==> config.mk <==
export PLATFORM = sky130hd
export DESIGN_NAME = pwm_capture
export DESIGN_NICKNAME = d
export VERILOG_FILES = /design/src/rtl/pwm_capture_pkg.sv /design/src/rtl/pwm_capture_input_cond.sv /design/src/rtl/pwm_capture.sv
export SDC_FILE = /design/constraint.sdc
export NUM_CORES = 1
export LEC_CHECK = 0
export BUFFER_PORTS_ARGS = -buffer_cell sky130_fd_sc_hd__buf_4
export CELL_PAD_IN_SITES_DETAIL_PLACEMENT = 1
export CELL_PAD_IN_SITES_GLOBAL_PLACEMENT = 1
export CORE_AREA = 2 2 88 90
export DETAILED_ROUTE_END_ITERATION = 7
export DIE_AREA = 0 0 90 92
export GPL_TIMING_DRIVEN = 0
export PLACE_DENSITY = 0.72
export SETUP_SLACK_MARGIN = 0.15
export SLEW_MARGIN = 20
export SYNTH_ARGS = -nofsm -noshare
export SYNTH_HDL_FRONTEND = slang
export SYNTH_HIERARCHICAL = 1
export SYNTH_SLANG_ARGS = --single-unit
==> constraint.sdc <==
create_clock -name clk -period 2.08 [get_ports clk]
set_clock_uncertainty 0.15 [all_clocks]
set_input_delay 0.312 -clock clk [delete_from_list [all_inputs] [get_ports clk]]
set_output_delay 0.312 -clock clk [all_outputs]
set_load 0.005 [all_outputs]
==> src/rtl/pwm_capture_pkg.sv <==
// Shared FSM state encoding and input-conditioning constants for pwm_capture.
// Define PWM_CAPTURE_FILTER_EN to add the 3-cycle glitch filter, which lengthens the settle time.
package pwm_capture_pkg;

    typedef enum logic [2:0] {
        WAIT_LOW,
        WAIT_RISE,
        HIGH,
        LOW,
        STUCK
    } state_t;

    localparam int FILTER_LEN   = 3;
    localparam int SYNC_LATENCY = 3;

    // Cycles from reset release until the conditioned level reflects the real pin.
`ifdef PWM_CAPTURE_FILTER_EN
    localparam int SETTLE_CYCLES = SYNC_LATENCY + FILTER_LEN - 1;
`else
    localparam int SETTLE_CYCLES = SYNC_LATENCY;
`endif

endpackage

==> src/rtl/pwm_capture_input_cond.sv <==
// pwm_input_cond: 2-FF synchroniser, optional glitch filter (PWM_CAPTURE_FILTER_EN),
// and rise/fall detection against the previous conditioned sample.
module pwm_input_cond
    import pwm_capture_pkg::*;
(
    input  logic clk,
    input  logic rst,
    input  logic pwm_in,
    output logic level,
    output logic rise,
    output logic fall
);

    logic sync_meta;
    logic sync_q;
    logic level_q;
    logic level_prev;

    always_ff @(posedge clk) begin
        if (rst) begin
            sync_meta <= 1'b0;
            sync_q    <= 1'b0;
        end else begin
            sync_meta <= pwm_in;
            sync_q    <= sync_meta;
        end
    end

`ifdef PWM_CAPTURE_FILTER_EN
    logic [1:0] filt_cnt;

    // The level only follows the synchroniser once it has disagreed for FILTER_LEN cycles in a row.
    always_ff @(posedge clk) begin
        if (rst) begin
            level_q  <= 1'b0;
            filt_cnt <= '0;
        end else if (sync_q != level_q) begin
            if (filt_cnt == 2'(FILTER_LEN - 1)) begin
                level_q  <= sync_q;
                filt_cnt <= '0;
            end else begin
                filt_cnt <= filt_cnt + 2'd1;
            end
        end else begin
            filt_cnt <= '0;
        end
    end
`else
    always_ff @(posedge clk) begin
        if (rst) begin
            level_q <= 1'b0;
        end else begin
            level_q <= sync_q;
        end
    end
`endif

    always_ff @(posedge clk) begin
        if (rst) begin
            level_prev <= 1'b0;
        end else begin
            level_prev <= level_q;
        end
    end

    assign level = level_q;
    assign rise  = level_q & ~level_prev;
    assign fall  = ~level_q & level_prev;

endmodule

==> src/rtl/pwm_capture.sv <==
// pwm_capture: measures high time and period of an asynchronous PWM input in clk cycles,
// with stuck-line detection. Glitch filter enabled by PWM_CAPTURE_FILTER_EN.
module pwm_capture
    import pwm_capture_pkg::*;
#(
    parameter int CNT_W = 16
) (
    input  logic             clk,
    input  logic             rst,
    input  logic             pwm_in,
    output logic [CNT_W-1:0] high_time,
    output logic [CNT_W-1:0] period,
    output logic             valid,
    output logic             stuck,
    output logic             stuck_level
);

    localparam logic [CNT_W-1:0] CNT_MAX = '1;
    localparam logic [CNT_W-1:0] SETTLE  = CNT_W'(SETTLE_CYCLES);

    state_t           state;
    state_t           state_nxt;
    logic [CNT_W-1:0] cnt;
    logic [CNT_W-1:0] cnt_inc;
    logic [CNT_W-1:0] hi;
    logic             level;
    logic             rise;
    logic             fall;
    logic             at_max;
    logic             timeout;

    pwm_input_cond u_cond (
        .clk    (clk),
        .rst    (rst),
        .pwm_in (pwm_in),
        .level  (level),
        .rise   (rise),
        .fall   (fall)
    );

    assign at_max  = (cnt == CNT_MAX);
    assign cnt_inc = at_max ? cnt : cnt + 1'b1;
    assign timeout = at_max & ~rise & ~fall;

    always_ff @(posedge clk) begin
        if (rst) begin
            state <= WAIT_LOW;
        end else begin
            state <= state_nxt;
        end
    end

    // WAIT_LOW ignores the reset-zero level until the conditioning pipeline has flushed,
    // so a pin that is already high at reset cannot start a partial measurement.
    always_comb begin
        state_nxt = state;
        case (state)
            WAIT_LOW: begin
                if (!level && (fall || cnt >= SETTLE)) state_nxt = WAIT_RISE;
                else if (timeout)                      state_nxt = STUCK;
            end
            WAIT_RISE: begin
                if (rise)         state_nxt = HIGH;
                else if (timeout) state_nxt = STUCK;
            end
            HIGH: begin
                if (fall)         state_nxt = LOW;
                else if (timeout) state_nxt = STUCK;
            end
            LOW: begin
                if (rise)         state_nxt = HIGH;
                else if (timeout) state_nxt = STUCK;
            end
            STUCK: begin
                if (rise)      state_nxt = HIGH;
                else if (fall) state_nxt = WAIT_RISE;
            end
            default: state_nxt = WAIT_LOW;
        endcase
    end

    always_comb begin
        stuck       = (state == STUCK);
        stuck_level = (state == STUCK) & level;
    end

    // cnt runs from the measuring rise through HIGH and LOW; outside a measurement it counts since the last edge.
    always_ff @(posedge clk) begin
        if (rst) begin
            cnt       <= '0;
            hi        <= '0;
            high_time <= '0;
            period    <= '0;
            valid     <= 1'b0;
        end else begin
            valid <= 1'b0;
            case (state)
                HIGH: begin
                    cnt <= cnt_inc;
                    if (fall) hi <= cnt;
                end
                LOW: begin
                    if (rise) begin
                        high_time <= hi;
                        period    <= cnt;
                        valid     <= 1'b1;
                        cnt       <= {{(CNT_W-1){1'b0}}, 1'b1};
                    end else begin
                        cnt <= cnt_inc;
                    end
                end
                STUCK: begin
                    if (rise || fall) cnt <= {{(CNT_W-1){1'b0}}, 1'b1};
                end
                default: begin
                    if (rise || fall) cnt <= {{(CNT_W-1){1'b0}}, 1'b1};
                    else              cnt <= cnt_inc;
                end
            endcase
        end
    end

endmodule

# [Yosys cells after proc, flatten, opt, wreduce, memory -nomap -nowiden]
# Cells that the tools add are included.
[classes] add_sub_neg=1 order_cmp=1 eq_ne=7 mux=13 n_bitwise=10 n_reduce_logical=9
[ops] op="$mux 16" n=4
[ops] op="$pmux 16 s3" n=1
[ops] op="$mux 3" n=6
[ops] op="$add 16x1->16 const B" n=1
[ops] op="$eq 16x16->1 const B" n=1
[ops] op="$ge 16x2->1 const B" n=1
[ops] op="$pmux 3 s4" n=1
[ops] op="$eq 3x2->1 const B" n=2
[ops] op="$and 1x1->1" n=5
[ops] op="$not 1->1" n=5
[ops] op="$reduce_and 2->1" n=2
[ops] op="$reduce_or 2->1" n=2
[ops] op="$eq 3x1->1 const B" n=1
[ops] op="$eq 3x3->1 const B" n=1
[ops] op="$logic_not 3->1" n=1
[ops] op="$ne 3x1->1 const B" n=1
[ops] op="$logic_or 1x1->1" n=2
[ops] op="$ne 2x1->1 const B" n=1
[ops] op="$logic_and 1x1->1" n=1
[ops] op="$logic_not 1->1" n=1
[ops] op="$mux 1" n=1
[word_totals] reg_bits=72 inputBits=3 word_cells=51

# [Depth between registers and ports, before layout]
# Gate-level depths: netlist of run 1.
[depth] word_depth=8 mapped_depth=8 mapped_depth_nobuf=6

# [Modules after synthesis]
# Netlist of run 1, hierarchy kept.
[by_module_without_submodules] mod="pwm_capture" n_inst=1 cells_each=363 area_per_inst_um2=2886.5 seq_area_each_um2=1361.3
[by_module_without_submodules] mod="pwm_input_cond" n_inst=1 cells_each=10 area_per_inst_um2=117.6 seq_area_each_um2=80.1

# [Worst setup path after synthesis of run 1]
# No wires, ideal clock.
[synth_timing] path_type="register to register" from="register u_cond.level_q, in the netlist u_cond/level" to="register cnt[3]" t_arrival_ns=1.564 required_time_ns=1.859 path_slack_ns=0.296 stages_incl_launch_ff=7 path_buffers=1 synth_period_minus_slack_ns=1.784 path_cell_list="dfxtp_1 nor2b_1 clkbuf_1 or2_2 o21ai_1 or3_2 a21oi_1"
[synth_between] word_cells_on_any_way=8 classes_between="eq/ne: 1; mux: 3; bitwise: 3; reduce/logical: 1"
[synth_lines] item="start, declared" line="pwm_capture_input_cond.sv:16" source="logic level_q;"
[synth_lines] item="start signal, assigned" line="pwm_capture_input_cond.sv:53" source="level_q <= sync_q;"
[synth_lines] item="$and 1x1->1 *" line="pwm_capture_input_cond.sv:67" source="assign rise = level_q & ~level_prev;"
[synth_lines] item="named net rise" line="pwm_capture.sv:27" source="logic rise;"
[synth_lines] item="$logic_or 1x1->1" line="pwm_capture.sv:113, pwm_capture.sv:116"
[synth_lines] item="$mux 16" line="pwm_capture.sv:116" source="if (rise || fall) cnt <= {{(CNT_W-1){1'b0}}, 1'b1};"
[synth_lines] item="$pmux 16 s3" line="pwm_capture.sv:97" source="case (state)"
[synth_lines] item="end signal, assigned" line="pwm_capture.sv:113" source="if (rise || fall) cnt <= {{(CNT_W-1){1'b0}}, 1'b1};"
[synth_lines] item="end signal, assigned" line="pwm_capture.sv:116"
[synth_lines] item="end signal, assigned" line="pwm_capture.sv:117" source="else cnt <= cnt_inc;"
[synth_lines] item="end, declared" line="pwm_capture.sv:23" source="logic [CNT_W-1:0] cnt;"
# Mark *: on every way through the listed nets, which the timed path passes. The rest lies on a longest branch.
# A chain may end at the register's enable or synchronous reset.

# [Final worst setup path of run 1]
[layout_timing] from="register state[2]" to="output port stuck_level"
[layout_between] elab_chain_len=2
[layout_lines] item="start, declared" line="pwm_capture.sv:21" source="state_t state;"
[layout_lines] item="start signal, assigned" line="pwm_capture.sv:49" source="state <= state_nxt;"
[layout_lines] item="$eq 3x3->1" line="pwm_capture.sv:84" source="stuck_level = (state == STUCK) & level;"
[layout_lines] item="$and 1x1->1" line="pwm_capture.sv:84"
[layout_lines] item="end, declared" line="pwm_capture.sv:15" source="output logic stuck_level"
# Every way passes these cells.

==> results.json, run 1 <==
{
  "start_kind": "flop",
  "synth_top_area_cell": "dfxtp_1",
  "yosysWarnings": 6,
  "fin_crit_sh_pct": 93.05,
  "cts.htree.levels": 3,
  "crit_fanout": 4,
  "fin_tns_setup_ps": 0,
  "cts_root_buf": "clkbuf_8",
  "status": "finished clean",
  "layout_min_cycle_time_ps": 1935,
  "grt_max_degree": 15,
  "drive_gt1_share_pct": 26.33,
  "dpl.hpwl_um": 5682,
  "drt_iter0_drc": 112,
  "setup_viol": 0,
  "hp-class": "in -> reg",
  "finalInstanceArea_um2": 3820,
  "grt_pass1_wl_um": 13850,
  "synth-main-ff-cell": "dfxtp_1",
  "synth_area_leaders": "dfxtp_1 (48%), nand2_1 (13%), a21oi_1 (9.7%), xnor2_1 (2.6%), nor2_1 (2.1%)",
  "tritoncts": "done",
  "gp_congestion": 0.8282,
  "clock_path_buffers": 2,
  "worst_pin_slew_ps": 583.2,
  "max_freq_ghz": 0.5167,
  "diodes": 0,
  "critical_path_arrival_ps": 1470,
  "clk_pin_slew_ps": 80,
  "routedWlPerCell_um": 15.79,
  "dp_slack_ps": -54.33,
  "cts_hold_buf": 0,
  "drv_cap": 0,
  "die_h_um": 92,
  "numPortBuffers": 37,
  "peakVddDrop_uv": 357.9,
  "worst_path_largest_cell_delay_ps": 390,
  "synth.top_cell.area_share_pct": 47.98,
  "dr.pass1.iters": 4,
  "rsz0062_at_grt": "true",
  "slowest_stage": "or3b_4",
  "grt_usage_pct": 21.40,
  "layout.nets": 432,
  "crit_type": "reg -> out",
  "power_density_nw_per_um2": 758.6,
  "ys_ff_latch": 72,
  "clock-sinks": 72,
  "post_drt_via_cell_ratio": 5.123,
  "ys_seq_area_share_pct": 47.98,
  "antenna_found_initial": 0,
  "core_area_um2": 7447,
  "maxSlewHeadroom_pct": 61.12,
  "grt_pass1_vias": 2714,
  "synthCells": 373,
  "cp.required_ps": 1620,
  "design.die.area_um2": 8280,
  "areaGrowthSynthToFinish_pct": 27.16,
  "clkLatencyLatePin_ps": 360,
  "netlist_area_um2": 3004,
  "drc": 0,
  "crit_chain": "buf_6, or3b_4, inv_2, and2_4, buf_6",
  "synth_nets": 377,
  "avgSynthCellArea_um2": 8.054,
  "p_leak_uw": 0.001449,
  "drtAntennaViolNets": 0,
  "io-pin-count": 38,
  "power_uw": 2898,
  "initial_core_util_pct": 40.34,
  "synth-edff-count": 0,
  "numCtsBuffers": 9,
  "core.rowCount": 32,
  "finalHoldViolations": 0,
  "die_w_um": 90,
  "async_flop_share_pct": 0,
  "drv_slew": 0,
  "cp-end-kind": "primary output",
  "place_area_um2": 3410,
  "wirelength_um": 8449,
  "vias": 2741,
  "worst_slack_ps": 144.6,
  "fill_cells": 929,
  "cp_common_cell": "buf_6",
  "grt_overflow": 0,
  "synth_cell_type_count": 45,
  "holdWs_ps": 4.032
}
==> area by class of cell <==
type	instances	area [um2]	area share [%]
Tap cell	102	127.6	3.341
Clock buffer	9	123.9	3.243
Buffer	30	203.9	5.339
Inverter	5	18.77	0.4913
Sequential cell	72	1454	38.06
Clock inverter	7	127.6	3.341
Timing Repair Buffer	44	334.1	8.745
Multi-Input combinational cell	266	1430	37.44
==> worst paths after layout <==
path	start	end	slack, ps	depth (start not counted)
worst max-delay path	state[2]$_SDFFE_PP0P_	stuck_level	140	5
worst min-delay path	rst	u_cond/level$_SDFF_PP0_	4	2
worst max register to register	cnt[0]$_SDFFE_PP0P_	cnt[11]$_SDFFE_PP0P_	170	8
worst min register to register	u_cond/sync_q$_SDFF_PP0_	u_cond/level$_SDFF_PP0_	290	1
==> cell usage after synthesis, types with 2 or more instances <==
cell	number
o21ai_0	5
nand2_1	107
clkbuf_8	2
clkbuf_1	13
buf_6	3
nor2b_1	7
a31oi_1	4
nor4_1	9
nor2_1	17
nand3_1	7
clkbuf_2	2
and3_1	5
or2_2	2
o22ai_1	2
nor3_1	6
nand4_1	4
xnor2_1	9
buf_4	3
inv_1	5
nand4_4	2
dfxtp_1	72
buf_2	6
and2_1	2
a21oi_1	58
==> what timing repair did <==
item | in CTS | in global routing
setup endpoints to repair | 59 | 58
pin swaps | 2 | 2
gates resized for setup | 14 | 35
setup buffers | 6 | 1
==> cell families (layout without fill, tap and decap cells) <==
group | count (synthesis) | after routing | synth area share [%]
simple gates | 178 | 178 | 28.40
fa+ha+maj | 1 | 1 | 0.4164
compound gates | 78 | 78 | 14.08
xor+xnor | 9 | 9 | 2.624
buf+inv | 35 | 95 | 6.497
flops | 72 | 72 | 47.98
==> cell usage in the layout (no fill, tap or decap), drive strengths merged, types with 2 or more instances in the layout <==
master | netlist | routed
inv | 5 | 7
dfxtp | 72 | 72
nand4 | 6 | 6
bufinv | 0 | 3
clkinv | 0 | 2
nand3 | 7 | 7
nor2 | 19 | 19
nand2 | 107 | 107
a21oi | 58 | 58
o22ai | 2 | 2
or2 | 2 | 2
buf | 13 | 59
clkbuf | 17 | 24
and2 | 2 | 2
and3 | 6 | 6
nor4 | 10 | 10
nor3 | 7 | 7
nor2b | 7 | 7
o21ai | 6 | 6
a31oi | 4 | 4
xnor2 | 9 | 9
==> report_power, final <==
| part | total, uW | internal [uW] | switching, uW | leakage, uW |
|---|---|---|---|---|
| Combinational | 91.1 | 31.6 | 59.5 | 0.000738 |
| Sequential | 1400 | 1390 | 14.5 | 0.000586 |
| Clock | 1400 | 813 | 591 | 0.000126 |
==> through the flow <==
stage	std cells	utilization [%]
6_report	535	51.29
5_1_grt	535	51.29
4_1_cts	534	50.17
3_5_place_dp	512	45.78
3_3_place_gp	512	45.78
2_1_floorplan	373	-
==> critical path, delay by kind of cell, from the launching register on <==
family | cells | cell delay (ps)
AND/OR/NAND/NOR | 2 | 530
flip-flops | 1 | 330
buffers and inverters | 3 | 270
==> flip-flops by register name (all words and copies together) (netlist names) <==
| signal | count |
|---|---|
| cnt | 16 |
| hi | 16 |
| high_time | 16 |
| period | 16 |
| state | 3 |
| u_cond/level | 1 |
| u_cond/level_prev | 1 |
| u_cond/sync_meta | 1 |
| u_cond/sync_q | 1 |
| valid | 1 |
==> layer usage <==
layer | global-route usage [%] | up-vias | share of wire (%)
li1 | - | 1368 | -
met1 | 27.36 | 1298 | 47
met2 | 35.84 | 63 | 47
met3 | 3.698 | 12 | 3.9
met4 | 8.974 | 0 | 2.1
met5 | 0 | - | 0
Note: power is estimated with default switching activity, not from simulation.
==> run 2: changes to the inputs <==
- SYNTH_HIERARCHICAL: 1 -> default
==> results.json, run 2 <==
{
  "status": "finished clean",
  "grt_pass1_vias": 2880,
  "numPortBuffers": 36,
  "power_uw": 2708,
  "max_freq_ghz": 0.5011,
  "die_w_um": 90,
  "drv_slew": 0,
  "grt_max_degree": 14,
  "async_flop_share_pct": 0,
  "worst_pin_slew_ps": 594.6,
  "wirelength_um": 10090,
  "layout.nets": 463,
  "multi_input_area_um2": 1604,
  "gp_congestion": 0.8678,
  "power_density_nw_per_um2": 646.7,
  "final_common_cell": "nand2_1",
  "vias": 3011,
  "place_area_um2": 3443,
  "grt_overflow": 0,
  "fin_crit_sh_pct": 95.94,
  "core_area_um2": 7447,
  "initial_core_util_pct": 40.07,
  "start_kind": "flop",
  "numCtsBuffers": 9,
  "maxSlewHeadroom_pct": 60.36,
  "peakVddDrop_uv": 414.4,
  "setup_viol": 0,
  "clk_pin_slew_ps": 80,
  "io-pin-count": 38,
  "p_leak_uw": 0.001565,
  "synth-main-ff-cell": "dfxtp_1",
  "hp-class": "in -> reg",
  "areaGrowthSynthToFinish_pct": 40.34,
  "drt_iter0_drc": 192,
  "netlist_area_um2": 2984,
  "synth.top_cell.area_share_pct": 48.30,
  "post_drt_via_cell_ratio": 5.339,
  "layout_common_cells": "nand2_1 (106), buf_4 (73), dfxtp_1 (59), a21oi_1 (58), nor2_1 (21)",
  "drive_gt1_share_pct": 33.12,
  "clkLatencyLatePin_ps": 360,
  "routedWlPerCell_um": 17.88,
  "yosysMostFrequentCell": "nand2_1",
  "antenna_found_initial": 0,
  "cts.htree.levels": 3,
  "holdWs_ps": 19.16,
  "avgSynthCellArea_um2": 7.915,
  "synthCells": 377,
  "critical_path_arrival_ps": 2100,
  "dpl.hpwl_um": 5779,
  "diodes": 0,
  "finalInstanceArea_um2": 4188,
  "ys_seq_area_share_pct": 48.30,
  "design.die.area_um2": 8280,
  "crit_type": "reg -> reg",
  "synth_area_leaders": "dfxtp_1 (48%), nand2_1 (13%), a21oi_1 (9.9%), nor2_1 (2.8%), clkbuf_1 (2.6%)",
  "crit_fanout": 9,
  "seqCellArea_um2": 1470,
  "tritoncts": "done",
  "die_h_um": 92,
  "finalHoldViolations": 0,
  "clock-sinks": 72,
  "rsz0062_at_grt": "true",
  "core.rowCount": 32,
  "cts_root_buf": "clkbuf_8",
  "clock_path_buffers": 2,
  "drc": 0,
  "synth_cell_type_count": 42,
  "grt_pass1_wl_um": 14400,
  "fill_cells": 941,
  "fin_util_pct": 56.23,
  "drv_cap": 0,
  "yosysWarnings": 0,
  "cp.required_ps": 2190,
  "cts_hold_buf": 0,
  "layout_min_cycle_time_ps": 1996,
  "synth_nets": 383,
  "dr.pass1.iters": 4,
  "synth_common_cells": "nand2_1 (107), dfxtp_1 (72), a21oi_1 (59)",
  "synth_top_area_cell": "dfxtp_1",
  "synth-edff-count": 0,
  "cp-end-kind": "flop",
  "drtAntennaViolNets": 0,
  "ys_ff_latch": 72,
  "grt_usage_pct": 22.14
}
[run 2: timing repair]
action | CTS | global route
resized for setup | 55 | 34
buffers inserted | 10 | 22
setup endpoints to repair | 62 | 56
pin swaps | 8 | 15
cloned | 1 | 0
[run 2: path summary, 6_finish.rpt]
| kind | start | to | slack [ps] | depth (start not counted) |
|---|---|---|---|---|
| hold reg to reg | u_cond.sync_q$_SDFF_PP0_ | u_cond.level$_SDFF_PP0_ | 290 | 1 |
| setup reg to reg | cnt[13]$_SDFFE_PP0P_ | cnt[2]$_SDFFE_PP0P_ | 80 | 7 |
| setup / recovery | cnt[13]$_SDFFE_PP0P_ | cnt[2]$_SDFFE_PP0P_ | 80 | 7 |
| hold / removal | pwm_in | u_cond.sync_meta$_SDFF_PP0_ | 20 | 2 |
[run 2: power breakdown]
| part | switching [uW] | internal [uW] | leakage (uW) |
|---|---|---|---|
| combinational | 89.1 | 54.9 | 0.000873 |
| clock | 582 | 592 | 0.000103 |
| sequential | 6.99 | 1380 | 0.000589 |
[run 2: stage by stage]
stage | instances | worst slack, ps | TNS [ps]
2_1_floorplan | 377 | 150.1 | 0
3_3_place_gp | 515 | -288.3 | -7844
3_5_place_dp | 515 | -328.7 | -9097
4_1_cts | 542 | 119.6 | 0
5_1_grt | 564 | -29.04 | -41.57
6_report | 564 | 84.46 | 0
[run 2: critical path, cell delays in order, from the launching register on]
cell,delay (ps)
dfxtp_1,370
buf_8,140
nand4_1,130
or4_4,530
buf_8,160
and3_1,180
xnor2_1,150
nor2_1,60
[run 2: cell families (layout without fill, tap and decap cells)]
group | after synthesis | count (layout) | synth area share, %
AOI/OAI and AO/OA | 76 | 76 | 14.13
xor gates and xnor gates | 10 | 10 | 2.935
adders and majority gates | 3 | 3 | 1.258
buffers and inverters | 36 | 121 | 4.906
DFF | 72 | 72 | 48.30
and+or+nand+nor | 180 | 180 | 28.47
[run 2: per-layer routing]
metal / vias up / wire [um] / track usage (%)
li1: 1429 / - / -
met1: 1485 / 4293 / 27.24
met3: 19 / 442 / 4.191
met2: 78 / 5155 / 38.28
met4: 0 / 193 / 8.846
met5: - / 0 / 0
[run 2: layout make-up]
| type | count | area share, % |
|---|---|---|
| plain buffers | 30 | 5.766 |
| inverters | 6 | 0.5378 |
| flip-flops and latches | 72 | 35.11 |
| well taps | 102 | 3.047 |
| clock buffers | 10 | 3.287 |
| repair buffers | 69 | 12.37 |
| multi-input cells | 269 | 38.30 |
| clock inverters | 6 | 1.584 |
==> run 3: changes to the inputs <==
- CAP_MARGIN: default -> 20
- CORE_AREA: 2 2 88 90 -> 2 2 67 117
- DIE_AREA: 0 0 90 92 -> 0 0 69 119
- PLACE_DENSITY: 0.72 -> 0.73
==> results.json, run 3 (same netlist as run 2, synthesis figures left out) <==
{
  "status": "finished clean",
  "p_int_uw": 2434,
  "finalHoldViolations": 0,
  "worst_pin_slew_ps": 691.1,
  "switching_power_uw": 699.9,
  "die_w_um": 69,
  "grt_usage_pct": 25.33,
  "clk_pin_slew_ps": 60,
  "p_leak_uw": 0.001698,
  "cp.required_ps": 2160,
  "sequentialPowerShare_pct": 44.5,
  "hold_path_depth": 2,
  "gp_congestion": 0.8524,
  "cts.htree.levels": 3,
  "whs_endpoint": "u_cond.sync_meta$_SDFF_PP0_",
  "clkLatencyLatePin_ps": 340,
  "holdWs_ps": 35.13,
  "grt_pass1_vias": 3122,
  "numCtsBuffers": 9,
  "hp-class": "in -> reg",
  "drv_slew": 0,
  "cts_hold_buf": 0,
  "drt_iter0_drc": 121,
  "rsz0062_at_grt": "true",
  "finalInstanceArea_um2": 4447,
  "core.rowCount": 42,
  "ff2ff_setup_slack_ps": 50,
  "dr.pass1.iters": 4,
  "p_comb_share_pct": 4.8,
  "start_kind": "flop",
  "design.die.area_um2": 8211,
  "grt_max_degree": 13,
  "clock_path_buffers": 2,
  "routedWlPerCell_um": 19.72,
  "layout_min_cycle_time_ps": 2029,
  "core_area_um2": 7357,
  "power_density_nw_per_um2": 704.8,
  "critical_path_arrival_ps": 2110,
  "numPortBuffers": 36,
  "crit_start": "cnt[6]$_SDFFE_PP0P_",
  "areaGrowthSynthToFinish_pct": 49.01,
  "cts_root_buf": "clkbuf_16",
  "die_h_um": 119,
  "setup_viol": 0,
  "reg2reg_to": "cnt[7]$_SDFFE_PP0P_",
  "fin_crit_sh_pct": 97.53,
  "initial_core_util_pct": 40.56,
  "maxSlewHeadroom_pct": 53.93,
  "layout.nets": 475,
  "place_area_um2": 3426,
  "grt_pass1_wl_um": 16030,
  "diodes": 0,
  "drive_gt1_share_pct": 35.86,
  "max_freq_ghz": 0.4930,
  "crit_fanout": 6,
  "rr_startpoint": "cnt[6]$_SDFFE_PP0P_",
  "hp-start": "pwm_in",
  "vias": 3060,
  "final_common_cell": "nand2_1",
  "drv_cap": 0,
  "crit_type": "reg -> reg",
  "clock-sinks": 72,
  "grt_overflow": 0,
  "cp-end-kind": "flop",
  "post_drt_via_cell_ratio": 5.445,
  "wirelength_um": 11080,
  "drc": 0,
  "drtAntennaViolNets": 0,
  "layout_common_cells": "nand2_1 (104), buf_4 (74), dfxtp_1 (62), a21oi_1 (57), nor2_1 (21)",
  "io-pin-count": 38,
  "sw_frac_of_total_pct": 22.33,
  "antenna_found_initial": 0,
  "dpl.hpwl_um": 6375,
  "rr_worst_depth": 8,
  "clkPwrFrac_pct": 50.7,
  "peakVddDrop_uv": 534.9,
  "tritoncts": "done"
}
[run 3: changes by cell type in the layout (fill, tap and decap cells not counted), moves of 3 or more]
cell | previous run | this run
dfxtp_2 | 8 | 5
clkbuf_8 | 12 | 4
nor4_1 | 6 | 3
dfxtp_1 | 59 | 62
nor4_2 | 1 | 5
clkbuf_16 | 1 | 10
buf_6 | 4 | 16
[run 3: worst max-delay path by stage]
stage / to / slack [ps] / cells after the start
6_report: cnt[7]$_SDFFE_PP0P_ / 50 / 8
5_1_grt: cnt[7]$_SDFFE_PP0P_ / -10 / 8
4_1_cts: cnt[2]$_SDFFE_PP0P_ / 70 / 7
3_5_place_dp: cnt[10]$_SDFFE_PP0P_ / -370 / 7
3_3_place_gp: cnt[9]$_SDFFE_PP0P_ / -290 / 7
2_1_floorplan: state[2]$_SDFFE_PP0P_ / 150 / 6
[run 3: layer usage]
| metal | vias up | part of all wire, % | global-route usage, % |
|---|---|---|---|
| met4 | 0 | 6.1 | 16.79 |
| li1 | 1452 | - | - |
| met1 | 1471 | 36 | 24.91 |
| met2 | 91 | 54 | 46.51 |
| met5 | - | 0 | 0 |
| met3 | 46 | 3.0 | 5.330 |
[run 3: through the flow]
step | total power (uW) | setup slack (ps) | utilization, % | instances | setup TNS [ps]
CTS | 3134 | 69.63 | 55.56 | 537 | 0
global route | 3220 | -13.47 | 60.44 | 562 | -13.47
finish | 3134 | 51.44 | 60.44 | 562 | 0
detailed placement | 1538 | -371.4 | 46.56 | 501 | -10360
global placement | 1534 | -294.5 | 46.56 | 501 | -8104
floorplan | 1502 | 150.1 | - | 377 | 0
[run 3: power by group through the flow]
| stage | registers [uW] | clock network (uW) | logic [uW] |
|---|---|---|---|
| after floorplan | 1430 | 0 | 74.3 |
| after global placement | 1430 | 0 | 101 |
| after detailed placement | 1430 | 0 | 105 |
| after CTS | 1400 | 1610 | 131 |
| after global routing | 1400 | 1660 | 160 |
| final | 1390 | 1590 | 150 |
[run 3: area by class of cell]
cell class,count,area [um2]
multi-input cells,269,1640
inverters,6,25.02
repair buffers,81,645.6
well taps,88,110.1
plain buffers,30,251.5
fillers,889,2910
clock inverters,5,55.05
flip-flops and latches,72,1466
clock buffers,11,252.7
[run 3: critical path: stages (launching register included)]
cell and delay [ps]:
dfxtp_1 330, buf_6 140, nand4_4 120, or4_4 560
buf_8 150, buf_6 110, nand4_1 100, xor2_1 190
nor2_1 60
[run 3: what timing repair did]
item	4_1_cts	5_1_grt
pin swaps	11	26
hold endpoints to repair	0	0
setup buffers	20	24
setup endpoints to repair	62	59
resized for setup	56	48
gates cloned	0	1
